==> config.mk <==
export PLATFORM = sky130hd
export DESIGN_NAME = seq_det_ctrl_flat
export DESIGN_NICKNAME = d
export VERILOG_FILES = /design/src/rtl/seq_det_ctrl_if.sv /design/src/rtl/seq_det_ctrl.sv /design/src/flat_wrapper.sv
export SDC_FILE = /design/constraint.sdc
export NUM_CORES = 1
export LEC_CHECK = 0
export ABC_AREA = 1
export CAP_MARGIN = 20
export CORE_MARGIN = 2
export CORE_UTILIZATION = 45
export DETAILED_ROUTE_END_ITERATION = 16
export PLACE_DENSITY_LB_ADDON = 0.2
export SETUP_SLACK_MARGIN = 0.05
export SLEW_MARGIN = 20
export SYNTH_ARGS = -nofsm -noshare
export SYNTH_HDL_FRONTEND = slang
export SYNTH_SLANG_ARGS = --single-unit
==> constraint.sdc <==
create_clock -name clk -period 5.69 [get_ports clk]
set_clock_uncertainty 0.2 [all_clocks]
set_input_delay 0.8535 -clock clk [delete_from_list [all_inputs] [get_ports clk]]
set_output_delay 0.8535 -clock clk [all_outputs]
set_load 0.1 [all_outputs]
==> src/rtl/seq_det_ctrl_if.sv <==
// rtl/seq_det_ctrl_if.sv - config, control, serial input and status bundle for seq_det_ctrl
// Signals:
//   cfg_we/cfg_seq/cfg_hits/cfg_timeout/cfg_overlap : run configuration, host side
//   start/abort                                     : run control
//   in/in_valid                                     : qualified serial bit
//   busy/hit/done/timeout/hit_cnt/state             : run status
// master = host + bit source, slave = seq_det_ctrl.
interface seq_det_ctrl_if #(
    parameter int SEQ_LEN = 7,
    parameter int CNT_W   = 8,
    parameter int TO_W    = 16
);
    logic               cfg_we;
    logic [SEQ_LEN-1:0] cfg_seq;
    logic [CNT_W-1:0]   cfg_hits;
    logic [TO_W-1:0]    cfg_timeout;
    logic               cfg_overlap;
    logic               start;
    logic               abort;
    logic               in;
    logic               in_valid;
    logic               busy;
    logic               hit;
    logic               done;
    logic               timeout;
    logic [CNT_W-1:0]   hit_cnt;
    logic [2:0]         state;

    modport master (
        output cfg_we, cfg_seq, cfg_hits, cfg_timeout, cfg_overlap,
        output start, abort, in, in_valid,
        input  busy, hit, done, timeout, hit_cnt, state
    );

    modport slave (
        input  cfg_we, cfg_seq, cfg_hits, cfg_timeout, cfg_overlap,
        input  start, abort, in, in_valid,
        output busy, hit, done, timeout, hit_cnt, state
    );
endinterface

==> src/rtl/seq_det_ctrl.sv <==
// rtl/seq_det_ctrl.sv - serial pattern detector run controller
// Ports:
//   clk   : clock, all state on posedge
//   reset : asynchronous active-low reset
//   bus   : seq_det_ctrl_if.slave (config, start/abort, serial bits, status)
// Arms a run on start, shifts qualified bits into a SEQ_LEN window, counts
// pattern hits (overlapping or refilling), and ends the run on the hit
// target (DONE), the cycle limit (TOUT) or abort (IDLE).
module seq_det_ctrl #(
    parameter int SEQ_LEN = 7,
    parameter int CNT_W   = 8,
    parameter int TO_W    = 16
) (
    input  logic          clk,
    input  logic          reset,
    seq_det_ctrl_if.slave bus
);
    localparam int FW = $clog2(SEQ_LEN + 1);
    localparam logic [FW:0]   LEN_W = (FW + 1)'(SEQ_LEN);
    localparam logic [FW-1:0] LEN_F = FW'(SEQ_LEN);

    typedef enum logic [2:0] {
        S_IDLE = 3'd0,
        S_ARM  = 3'd1,
        S_RUN  = 3'd2,
        S_DONE = 3'd3,
        S_TOUT = 3'd4
    } state_t;

    state_t             r_state;
    state_t             w_next;

    logic [SEQ_LEN-1:0] r_cfg_seq;
    logic [CNT_W-1:0]   r_cfg_hits;
    logic [TO_W-1:0]    r_cfg_timeout;
    logic               r_cfg_overlap;

    logic [SEQ_LEN-1:0] r_win;
    logic [FW-1:0]      r_fill;
    logic [TO_W-1:0]    r_timer;
    logic [CNT_W-1:0]   r_hit_cnt;
    logic               r_hit;

    logic               w_busy;
    logic               w_start;
    logic               w_shift;
    logic [SEQ_LEN-1:0] w_new_win;
    logic [FW:0]        w_fill_inc;
    logic               w_full;
    logic [FW-1:0]      w_fill_nxt;
    logic               w_match;
    logic [CNT_W-1:0]   w_target;
    logic [CNT_W:0]     w_cnt_inc;
    logic               w_complete;
    logic               w_tout;

    assign w_busy     = (r_state == S_ARM) || (r_state == S_RUN);
    assign w_start    = bus.start && !w_busy;
    assign w_shift    = w_busy && bus.in_valid;
    assign w_new_win  = {r_win[SEQ_LEN-2:0], bus.in};
    assign w_fill_inc = {1'b0, r_fill} + (FW + 1)'(1);
    // The window only counts once the accepted bit completes it; this keeps
    // the cleared window from matching an all-zero pattern.
    assign w_full     = (w_fill_inc >= LEN_W);
    assign w_fill_nxt = w_full ? LEN_F : w_fill_inc[FW-1:0];
    assign w_match    = w_shift && w_full && (w_new_win == r_cfg_seq);
    assign w_target   = (r_cfg_hits == '0) ? CNT_W'(1) : r_cfg_hits;
    assign w_cnt_inc  = {1'b0, r_hit_cnt} + (CNT_W + 1)'(1);
    assign w_complete = w_match && (w_cnt_inc == {1'b0, w_target});
    assign w_tout     = w_busy && (r_cfg_timeout != '0) &&
                        (r_timer == r_cfg_timeout - TO_W'(1));

    // State register
    always_ff @(posedge clk or negedge reset) begin
        if (!reset) begin
            r_state <= S_IDLE;
        end else begin
            r_state <= w_next;
        end
    end

    // Next-state logic: abort > completing hit > timeout > shift
    always_comb begin
        w_next = r_state;
        if (bus.abort) begin
            w_next = S_IDLE;
        end else begin
            case (r_state)
                S_IDLE, S_DONE, S_TOUT: begin
                    if (bus.start) begin
                        w_next = S_ARM;
                    end
                end
                S_ARM, S_RUN: begin
                    if (w_complete) begin
                        w_next = S_DONE;
                    end else if (w_tout) begin
                        w_next = S_TOUT;
                    end else if (w_match && !r_cfg_overlap) begin
                        w_next = S_ARM;
                    end else if (w_shift && w_full) begin
                        w_next = S_RUN;
                    end
                end
                default: w_next = S_IDLE;
            endcase
        end
    end

    // Config, window, timer and hit datapath
    always_ff @(posedge clk or negedge reset) begin
        if (!reset) begin
            r_cfg_seq     <= '0;
            r_cfg_hits    <= '0;
            r_cfg_timeout <= '0;
            r_cfg_overlap <= 1'b0;
            r_win         <= '0;
            r_fill        <= '0;
            r_timer       <= '0;
            r_hit_cnt     <= '0;
            r_hit         <= 1'b0;
        end else begin
            r_hit <= 1'b0;
            if (bus.cfg_we && !w_busy) begin
                r_cfg_seq     <= bus.cfg_seq;
                r_cfg_hits    <= bus.cfg_hits;
                r_cfg_timeout <= bus.cfg_timeout;
                r_cfg_overlap <= bus.cfg_overlap;
            end
            // Abort leaves hit_cnt visible until the next start.
            if (!bus.abort) begin
                if (w_start) begin
                    r_win     <= '0;
                    r_fill    <= '0;
                    r_timer   <= '0;
                    r_hit_cnt <= '0;
                end else if (w_busy) begin
                    r_timer <= r_timer + TO_W'(1);
                    if (w_complete) begin
                        r_hit     <= 1'b1;
                        r_hit_cnt <= w_cnt_inc[CNT_W-1:0];
                    end else if (!w_tout && w_shift) begin
                        r_win  <= w_new_win;
                        r_fill <= w_fill_nxt;
                        if (w_match) begin
                            r_hit     <= 1'b1;
                            r_hit_cnt <= w_cnt_inc[CNT_W-1:0];
                            // Non-overlapping mode needs a full fresh window.
                            if (!r_cfg_overlap) begin
                                r_fill <= '0;
                            end
                        end
                    end
                end
            end
        end
    end

    // Outputs
    always_comb begin
        bus.busy    = w_busy;
        bus.hit     = r_hit;
        bus.done    = (r_state == S_DONE);
        bus.timeout = (r_state == S_TOUT);
        bus.hit_cnt = r_hit_cnt;
        bus.state   = r_state;
    end
endmodule
==> src/flat_wrapper.sv <==
// flat-port wrapper written by rule: the top's interface ports become plain ports
module seq_det_ctrl_flat 
#(
    parameter int SEQ_LEN = 7,
    parameter int CNT_W   = 8,
    parameter int TO_W    = 16
)
  (clk, reset, bus_cfg_we, bus_cfg_seq, bus_cfg_hits, bus_cfg_timeout, bus_cfg_overlap, bus_start, bus_abort, bus_in, bus_in_valid, bus_busy, bus_hit, bus_done, bus_timeout, bus_hit_cnt, bus_state);
  seq_det_ctrl_if #(.SEQ_LEN(SEQ_LEN), .CNT_W(CNT_W), .TO_W(TO_W)) bus_i ();
  input  logic clk;
  input  logic reset;
  input wire logic [$bits(bus_i.cfg_we)-1:0] bus_cfg_we;
  input wire logic [$bits(bus_i.cfg_seq)-1:0] bus_cfg_seq;
  input wire logic [$bits(bus_i.cfg_hits)-1:0] bus_cfg_hits;
  input wire logic [$bits(bus_i.cfg_timeout)-1:0] bus_cfg_timeout;
  input wire logic [$bits(bus_i.cfg_overlap)-1:0] bus_cfg_overlap;
  input wire logic [$bits(bus_i.start)-1:0] bus_start;
  input wire logic [$bits(bus_i.abort)-1:0] bus_abort;
  input wire logic [$bits(bus_i.in)-1:0] bus_in;
  input wire logic [$bits(bus_i.in_valid)-1:0] bus_in_valid;
  output wire logic [$bits(bus_i.busy)-1:0] bus_busy;
  output wire logic [$bits(bus_i.hit)-1:0] bus_hit;
  output wire logic [$bits(bus_i.done)-1:0] bus_done;
  output wire logic [$bits(bus_i.timeout)-1:0] bus_timeout;
  output wire logic [$bits(bus_i.hit_cnt)-1:0] bus_hit_cnt;
  output wire logic [$bits(bus_i.state)-1:0] bus_state;
  assign bus_i.cfg_we = bus_cfg_we;
  assign bus_i.cfg_seq = bus_cfg_seq;
  assign bus_i.cfg_hits = bus_cfg_hits;
  assign bus_i.cfg_timeout = bus_cfg_timeout;
  assign bus_i.cfg_overlap = bus_cfg_overlap;
  assign bus_i.start = bus_start;
  assign bus_i.abort = bus_abort;
  assign bus_i.in = bus_in;
  assign bus_i.in_valid = bus_in_valid;
  assign bus_busy = bus_i.busy;
  assign bus_hit = bus_i.hit;
  assign bus_done = bus_i.done;
  assign bus_timeout = bus_i.timeout;
  assign bus_hit_cnt = bus_i.hit_cnt;
  assign bus_state = bus_i.state;
  seq_det_ctrl #(.SEQ_LEN(SEQ_LEN), .CNT_W(CNT_W), .TO_W(TO_W)) u_core (.clk(clk), .reset(reset), .bus(bus_i));
endmodule
==> metrics.yaml, run 1 <==
placement:
  portBuffers: 53
  dpl_cell_area_um2: 5020
  dp_slack_ns: 2.32
  hpwl_um: 8130
  place_congestion: 0.870
drt:
  routed_wl_um: 10700
  drc: 0
  wire_per_inst_um: 13.7
  firstDrtPassIters: 5
  via_per_inst: 5.09
  ant_nets: 0
  dr.first_iter.drc_count: 199
  vias: 3994
finish:
  areaGrowthSynthToFinish_pct: 20.3
  fin_util: 0.561
  seq_area_um2: 1730
  final_cell_mix: "nand2_1, nor2_1, dfrtp_1"
  antennaDiodeCount: 0
  layout-drive-gt1-share: 0.0947
  final_common_cell: "nand2_1"
  multiInputGateArea_um2: 2320
  fin_nets: 695
  postLayoutCellArea_um2: 5230
  fill_cells: 914
hold_path:
  hp-class: "flop to flop"
critical_path:
  crit_required_ns: 4.64
  cp_max_fo: 7
  cp.arrival_ns: 2.34
  slowest_stage: "clkdlybuf4s50_1"
  critPathCaptureType: "output port"
  worstSetupStartpointType: "flop"
  crit_chain: "nand2_1 -> nand3_4 -> inv_2 -> clkdlybuf4s50_1"
  cp_top_family: "buffers and inverters"
  crit_buf_inv: 2
  critical_path.max_stage_delay_ns: 1.14
  crit_type: "flop to output port"
sta:
  worst_slew_pin_slew_ns: 1.02
  period_share: 0.597
  rsz0062_at_grt: "no"
  setup_viol: 0
  clock.fmax_mhz: 294
  tns_ns: 0
  final-max-slew-violation-count: 0
  hold_viol: 0
  fin_ws_ns: 2.29
  slew_headroom: 0.319
  final.min_clock_period_ns: 3.40
cts:
  clockBufferDepth: 2
  path_clk_slew_ns: 0.07
  cts-htree-levels: 3
  cts_buffers: 9
  insertion_delay_ns: 0.34
  post_cts_buffers: 0
  cts.sinks: 69
  ctsHoldBuffers: 0
  tritoncts: "done"
  cts_resized: 0
  cts_root_buf: "clkbuf_8"
run_status:
  status: "complete, no violations"
global_routing:
  grt_start_max_net_pins: 70
  grt.overflow.total: 0
  gr-usage-all-layers: 0.215
  grt_pass1_wl_um: 17600
  grt_pass1_vias: 3648
  antenna_found_initial: 0
power:
  leakage_uw: 0.00248
  ir_drop_mv: 0.388
  power_density_nw_per_um2: 452
synth:
  yosysUniqueCellTypes: 38
  syn_area_per_cell_um2: 7.36
  synth.yosys.seq_area_share: 0.397
  syn-instance-count: 591
  synth_area_leaders: "dfrtp_1, nand2_1, nor2_1, inv_1, mux2_2"
  yosysTopAreaCell: "dfrtp_1"
  syn_nets: 636
  synth.top_cell.area_share: 0.397
  synth_warnings: 0
  async_reset_ff_frac: 1.00
  ys_ff_latch: 69
  synth_edf_count: 0
  synthFlopType: "dfrtp_1"
  netlist_area_um2: 4350
die:
  start_util: 0.466
  core_area_um2: 9330
  die-area_um2: 10500
  die_x_um: 102
  die_height_um: 102
  fp-row-count: 35
  ios: 54
job:
  max_cap_violations: 0
Yosys cell counts (all sizes together) (2+ instances only):
library cell,number
nand3,45
nand4,17
nor4,2
nand3b,7
a21oi,27
ha,6
dfrtp,69
inv,70
xnor2,10
nor3,15
clkbuf,6
nand2,174
xor2,15
clkinv,2
o21ai,16
mux2,19
nor2,81
area by class of cell:
cell class	instances	area share
clock inverters	5	0.0144
flip-flops and latches	69	0.330
clock buffers	11	0.0251
repair buffers	55	0.103
multi-input cells	443	0.444
well taps	129	0.0309
inverters	72	0.0517
registers in the layout, indices dropped and copies added, names as in the netlist:
name / flops
u_core.bus.hit: 1
u_core.r_cfg_hits: 8
u_core.bus.state: 3
u_core.bus.hit_cnt: 8
u_core.r_win: 6
u_core.r_cfg_overlap: 1
u_core.r_fill: 3
u_core.r_timer: 16
u_core.r_cfg_seq: 7
u_core.r_cfg_timeout: 16
cells by family (layout without fill, tap and decap cells):
group / after synthesis / after routing / share of synthesized area
buffers and inverters: 79 / 143 / 0.0685
DFF: 69 / 69 / 0.397
and+or+nand+nor: 343 / 343 / 0.353
xor gates and xnor gates: 25 / 25 / 0.0504
adders and majority gates: 6 / 6 / 0.0173
muxes: 19 / 19 / 0.0492
AOI/OAI and AO/OA: 50 / 50 / 0.0648
metrics by stage:
stage | std cells | hold slack (ns) | total power (uW)
4_1_cts | 784 | 0.309 | 2370
2_1_floorplan | 591 | 0.262 | 1650
5_1_grt | 784 | 0.321 | 2560
3_5_place_dp | 768 | 0.293 | 1930
6_report | 784 | 0.316 | 2370
3_3_place_gp | 768 | 0.284 | 1920
final timing paths:
kind,start,end,slack [ns],cells after the start
max,u_core.bus.state[0],bus_busy,2.29,4
min,u_core.r_win[5],u_core.r_win[5],0.32,2
max reg2reg,u_core.r_cfg_timeout[0],u_core.bus.hit_cnt[5],2.99,13
min reg2reg,u_core.r_win[5],u_core.r_win[5],0.32,2
max in group asynchronous,reset,u_core.r_timer[5],4.20,2
min in group asynchronous,reset,u_core.r_cfg_timeout[10],0.51,2
worst min-delay path, cell delays in order, from the launching register on:
cell,delay [ns]
dfrtp_1,0.37
nand2_1,0.06
nand2_1,0.06
metal layers:
metal | global-route usage | vias to the layer above | routed length (um)
met5 | 0 | - | 0
met4 | 0.0574 | 0 | 119
li1 | - | 2015 | -
met2 | 0.333 | 102 | 4750
met3 | 0.0321 | 12 | 503
met1 | 0.315 | 1865 | 5330
report_power, final:
group | total (uW) | switching, uW | leakage (uW) | internal [uW]
sequential | 838 | 182 | 0.000868 | 656
combinational | 1090 | 690 | 0.00151 | 403
clock | 435 | 190 | 0.000107 | 245
total | 2370 | 1060 | 0.00248 | 1300
Power figures use the tool's default switching activity.
==> inputs of run 2 (changes only) <==
- clock period: 5.69 -> 3.3 ns (I/O delays scaled with it)
==> metrics.yaml, run 2 (synthesis results as in run 1) <==
die:
  core_area_um2: 9330  # unchanged
  die_height_um: 102  # unchanged
  ios: 54  # unchanged
  fp-row-count: 35  # unchanged
  die-area_um2: 10500  # unchanged
  die_x_um: 102  # unchanged
  start_util: 0.466  # unchanged
power:
  clkPwrFrac: 0.191  # was 0.184
  switchingPower_uw: 1870  # was 1060 uW
  finalPower_uw: 4130  # was 2370 uW
  ir_drop_mv: 0.516  # was 0.388 mV
  seqPwrFrac: 0.346  # was 0.354
  power_density_nw_per_um2: 787  # was 452 nW/um^2
  p_sw_frac: 0.453  # was 0.449
  leakage_uw: 0.00253  # was 0.00248 uW
  p_int_uw: 2260  # was 1300 uW
  power_frac_comb: 0.463  # was 0.462
finish:
  final_common_cell: "nand2_1"  # unchanged
  final_cells: 789  # was 784
  final_cell_mix: "nand2_1, nor2_1, dfrtp_1"  # unchanged
  postLayoutCellArea_um2: 5250  # was 5230 um^2
  fin_nets: 700  # was 695
  reg_top3: "u_core.r_cfg_timeout: 16 flops, u_core.r_timer: 16 flops"  # unchanged
  layout-drive-gt1-share: 0.127  # was 0.0947
  areaGrowthSynthToFinish_pct: 20.7  # was 20.3%
  antennaDiodeCount: 0  # unchanged
  fill_cells: 881  # was 914
critical_path:
  cp_max_fo: 8  # was 7
  crit_type: "flop to flop"  # was flop to output port
  worstSetupStartpointType: "flop"  # unchanged
  crit_required_ns: 3.35  # was 4.64 ns
  cp.arrival_ns: 2.72  # was 2.34 ns
  critPathCaptureType: "flop"  # was output port
sta:
  rsz0062_at_grt: "no"  # unchanged
  clock.fmax_mhz: 375
  setup_viol: 0  # unchanged
  worst_slew_pin_slew_ns: 0.567  # was 1.02 ns
  slew_headroom: 0.618  # was 0.319
  final.min_clock_period_ns: 2.67
  period_share: 0.809
  tns_ns: 0  # unchanged
  final-max-slew-violation-count: 0  # unchanged
  hold_viol: 0  # unchanged
  fin_ws_ns: 0.630  # was 2.29 ns
global_routing:
  grt.overflow.total: 0  # unchanged
  gr-usage-all-layers: 0.225  # was 0.215
  grt_pass1_vias: 3885  # was 3648
  antenna_found_initial: 0  # unchanged
  grt_start_max_net_pins: 27  # was 70
  grt_pass1_wl_um: 18200  # was 17600 um
placement:
  dpl_cell_area_um2: 5020  # about the same
  dp_slack_ns: 0.667  # was 2.32 ns
  place_congestion: 0.900  # was 0.870
  hpwl_um: 8360  # was 8130 um
  portBuffers: 53  # unchanged
  dp_cells: 772  # was 768
cts:
  tritoncts: "done"  # unchanged
  cts_resized: 0  # unchanged
  insertion_delay_ns: 0.36  # was 0.34 ns
  cts-htree-levels: 3  # unchanged
  post_cts_buffers: 0  # unchanged
  ctsHoldBuffers: 1  # was 0
  path_clk_slew_ns: 0.08  # was 0.07 ns
  cts.sinks: 69  # unchanged
  cts_root_buf: "clkbuf_8"  # unchanged
  cts_buffers: 9  # unchanged
  clockBufferDepth: 2  # unchanged
drt:
  routed_wl_um: 10900  # was 10700 um
  drc: 0  # unchanged
  vias: 3963  # was 3994
  firstDrtPassIters: 4  # was 5
  wire_per_inst_um: 13.8  # was 13.7 um
  dr.first_iter.drc_count: 171  # was 199
  ant_nets: 0  # unchanged
  via_per_inst: 5.02  # was 5.09
run_status:
  status: "complete, no violations"  # unchanged
job:
  max_cap_violations: 0  # unchanged
hold_path:
  hp-class: "flop to flop"  # unchanged
[run 2: changes by cell type in the layout (fill, tap and decap cells not counted), moves of 2 or more]
cell / before / now
clkinvlp_4: 0 / 2
clkdlybuf4s50_1: 52 / 37
clkbuf_1: 2 / 0
inv_6: 0 / 2
buf_4: 2 / 21
clkinv_2: 3 / 1
[run 2: area by class of cell]
type                    count  area [um^2]  share of cell area
multi-input cells         443         2330               0.443
flip-flops and latches     69         1730               0.329
repair buffers             60          543               0.103
inverters                  72          270              0.0515
well taps                 129          161              0.0308
clock buffers               9          124              0.0236
clock inverters             7         97.6              0.0186
[run 2: per-layer routing]
layer	GRT usage	vias to the layer above	part of all wire
li1	-	2030	-
met3	0.0390	18	0.050
met2	0.360	88	0.46
met5	0	-	0
met1	0.307	1827	0.48
met4	0.0821	0	0.017
[run 2: final timing paths]
path	slack, ns	to	cells past startpoint	startpoint
min reg2reg	0.31	u_core.r_win[5]	2	u_core.r_win[5]
max	0.63	u_core.bus.hit_cnt[6]	11	u_core.bus.hit_cnt[0]
min in group asynchronous	0.44	u_core.r_cfg_timeout[11]	2	reset
max in group asynchronous	1.71	u_core.r_cfg_seq[1]	3	reset
min	0.31	u_core.r_win[5]	2	u_core.r_win[5]
max reg2reg	0.63	u_core.bus.hit_cnt[6]	11	u_core.bus.hit_cnt[0]
[run 2: power by group through the flow]
| stage | sequential (uW) | clock [uW] | combinational [uW] |
|---|---|---|---|
| 5_1_grt | 1480 | 844 | 2140 |
| 3_5_place_dp | 1440 | 0 | 1900 |
| 3_3_place_gp | 1440 | 0 | 1870 |
| 6_report | 1430 | 791 | 1910 |
| 2_1_floorplan | 1470 | 0 | 1380 |
| 4_1_cts | 1430 | 811 | 1910 |
[run 2: stage by stage]
stage                util  hold slack, ns
finish              0.563           0.307
detailed placement  0.538           0.288
CTS                 0.563           0.310
global route        0.563           0.344
global placement    0.538           0.286
floorplan               -       -0.000591
[run 2: critical path: stages, from the launching register on]
cell,delay [ns]
dfrtp_1,0.48
ha_1,0.27
nand3_1,0.12
xor2_1,0.32
xor2_1,0.31
nand2_1,0.09
nor3_1,0.14
nand3_1,0.16
nand3_1,0.15
nand3_2,0.17
nand2_1,0.11
nand2_1,0.05
==> inputs of run 3 (changes only) <==
- clock period: 3.3 -> 2.2 ns (I/O delays scaled with it)
==> metrics.yaml, run 3 (synthesis results as in run 1) <==
sta:
  setup_viol: 21  # was 0
  worst_slew_pin_slew_ns: 0.518  # was 0.567 ns
  fin_ws_ns: -0.267  # was 0.630 ns
  period_share: 1.12  # was 0.809
  slew_headroom: 0.651  # was 0.618
  clock.fmax_mhz: 405  # was 375 MHz
  rsz0062_at_grt: "yes"  # was no
  hold_viol: 0  # unchanged
  final-max-slew-violation-count: 0  # unchanged
  timing.hold.ws_ns: 0.175  # was 0.307 ns
  final.min_clock_period_ns: 2.47  # was 2.67 ns
power:
  switchingPower_uw: 3420  # was 1870 uW
  clkPwrFrac: 0.153  # was 0.191
  p_int_uw: 4300  # was 2260 uW
  ir_drop_mv: 1.05  # was 0.516 mV
  power_frac_comb: 0.558  # was 0.463
  leakage_uw: 0.00311  # was 0.00253 uW
  p_sw_frac: 0.443  # was 0.453
  power_density_nw_per_um2: 1180  # was 787 nW/um^2
  seqPwrFrac: 0.289  # was 0.346
cts:
  insertion_delay_ns: 0.35  # was 0.36 ns
  path_clk_slew_ns: 0.08  # about the same
  cts-htree-levels: 3  # unchanged
  cts_root_buf: "clkbuf_8"  # unchanged
  cts_buffers: 9  # unchanged
  tritoncts: "done"  # unchanged
  cts.sinks: 69  # unchanged
  clockBufferDepth: 2  # unchanged
job:
  max_cap_violations: 0  # unchanged
critical_path:
  rr_endpoint: "u_core.bus.hit_cnt[6]"  # unchanged
  crit_chain: "ha_4 -> buf_6 -> xnor2_2 -> nand2_1 -> nand3_2 -> nor2_2 -> nand2_1 -> nor3_2 -> nand3_2 -> nand3_4 -> nand3_4 -> nand2_1 -> nand2_1"  # was ha_1 -> nand3_1 -> xor2_1 -> xor2_1 -> nand2_1 -> nor3_1 -> nand3_1 -> nand3_1 -> nand3_2 -> nand2_1 -> nand2_1
  rrSetupSlack_ns: -0.27  # was 0.63 ns
  crit_type: "flop to flop"  # unchanged
  worstSetupStartpointType: "flop"  # unchanged
  r2r_start: "u_core.bus.hit_cnt[0]"  # unchanged
  cp_max_fo: 8  # unchanged
  critical_path.max_stage_delay_ns: 0.49  # was 0.48 ns
  path_common_cell: "nand2_1"
  reg2regPathDepth: 13  # was 11
  slowest_stage: "dfrtp_4"  # was dfrtp_1
  cp.arrival_ns: 2.51  # was 2.72 ns
  crit_buf_inv: 1  # was 0
  critPathCaptureType: "flop"  # unchanged
  cp_top_family: "simple AND/OR/NAND/NOR gates"  # unchanged
  crit_required_ns: 2.25  # was 3.35 ns
global_routing:
  grt_pass1_wl_um: 20600  # was 18200 um
  gr-usage-all-layers: 0.254  # was 0.225
  grt.overflow.total: 0  # unchanged
  antenna_found_initial: 0  # unchanged
  grt_pass1_vias: 4387  # was 3885
  grt_start_max_net_pins: 27  # unchanged
drt:
  dr.first_iter.drc_count: 316  # was 171
  ant_nets: 0  # unchanged
  firstDrtPassIters: 7  # was 4
  drc: 0  # unchanged
  via_per_inst: 5.22  # was 5.02
  routed_wl_um: 13000  # was 10900 um
  vias: 4589  # was 3963
  wire_per_inst_um: 14.8  # was 13.8 um
finish:
  areaGrowthSynthToFinish_pct: 49.9  # was 20.7%
  multiInputGateArea_um2: 2810  # was 2330 um^2
  final_cells: 879  # was 789
  final_common_cell: "nand2_1"  # unchanged
  fin_nets: 790  # was 700
  postLayoutCellArea_um2: 6520  # was 5250 um^2
  reg_top3: "u_core.r_cfg_timeout: 16 flops, u_core.r_timer: 16 flops"  # unchanged
  fin_util: 0.699  # was 0.563
  layout-drive-gt1-share: 0.377  # was 0.127
  final_cell_mix: "nand2_1, buf_4, dfrtp_1"  # was nand2_1, nor2_1, dfrtp_1
  antennaDiodeCount: 0  # unchanged
  seq_area_um2: 1760  # was 1730 um^2
  fill_cells: 724  # was 881
placement:
  hpwl_um: 9030  # was 8360 um
  portBuffers: 53  # unchanged
  dpl_cell_area_um2: 5700  # was 5020 um^2
  dp_slack_ns: -0.288  # was 0.667 ns
  dp_cells: 843  # was 772
  place_congestion: 0.940  # was 0.900
die:
  ios: 54  # unchanged
  start_util: 0.466  # unchanged
  core_area_um2: 9330  # unchanged
  fp-row-count: 35  # unchanged
  die_height_um: 102  # unchanged
  die-area_um2: 10500  # unchanged
  die_x_um: 102  # unchanged
run_status:
  failed_checks: "setup timing"
  status: "finished, violations left"  # was complete, no violations
hold_path:
  hp-class: "primary input to async pin"  # was flop to flop
## run 3: changes by cell type in the layout (fill, tap and decap cells not counted), sizes merged
cell,delta
buf,+88
clkbuf,+1
clkinv,+2
clkinvlp,-1
inv,-2
nand2,+2
## run 3: repair_timing
item                                    4_1_cts  5_1_grt
gates cloned                                  2        0
endpoints found under the setup margin       23       34
resized for setup                            57       64
setup buffers                                13        7
hold buffers                                  1        0
pin swaps                                    44       35
hold endpoints to repair                     47        0
## run 3: worst max-delay path by stage
stage / startpoint / endpoint / slack [ns] / depth (start not counted)
final: u_core.bus.hit_cnt[0] / u_core.bus.hit_cnt[6] / -0.27 / 13
after global routing: u_core.bus.hit_cnt[0] / u_core.bus.hit_cnt[4] / -0.35 / 13
after CTS: u_core.bus.hit_cnt[0] / u_core.bus.hit_cnt[6] / -0.10 / 13
after detailed placement: u_core.r_cfg_timeout[3] / u_core.bus.hit_cnt[5] / -0.29 / 12
after global placement: u_core.r_cfg_timeout[3] / u_core.bus.hit_cnt[5] / -0.24 / 12
after floorplan: u_core.bus.hit_cnt[0] / u_core.bus.hit_cnt[7] / -0.20 / 11
## run 3: metal layers
layer | share of wire | global-route usage
met5 | 0 | 0
met4 | 0.022 | 0.0810
met3 | 0.064 | 0.0390
met2 | 0.47 | 0.411
met1 | 0.44 | 0.351
## run 3: metrics by stage
step / setup TNS [ns] / total power, uW
after floorplan: -3.83 / 4380
after global placement: -3.89 / 5700
after detailed placement: -5.30 / 5810
after CTS: -1.63 / 7310
after global routing: -6.66 / 8230
final: -4.67 / 7720
## run 3: worst register-to-register path, cell delays in order, from the launching register on
cell and delay, ns:
dfrtp_4 0.49, ha_4 0.19, buf_6 0.11, xnor2_2 0.12
nand2_1 0.12, nand3_2 0.08, nor2_2 0.11, nand2_1 0.08
nor3_2 0.21, nand3_2 0.21, nand3_4 0.16, nand3_4 0.13
nand2_1 0.10, nand2_1 0.05
## run 3: layout make-up
class,instances,area share
well taps,129,0.0248
multi-input cells,445,0.431
clock buffers,10,0.0211
flip-flops and latches,69,0.270
inverters,72,0.0428
repair buffers,148,0.197
clock inverters,6,0.0132
## run 3: power by group through the flow
| stage | sequential, uW | clock [uW] | combinational (uW) |
|---|---|---|---|
| after floorplan | 2240 | 0 | 2140 |
| final | 2230 | 1180 | 4300 |
| after CTS | 2210 | 1200 | 3910 |
| after global placement | 2170 | 0 | 3530 |
| after global routing | 2290 | 1270 | 4670 |
| after detailed placement | 2180 | 0 | 3620 |
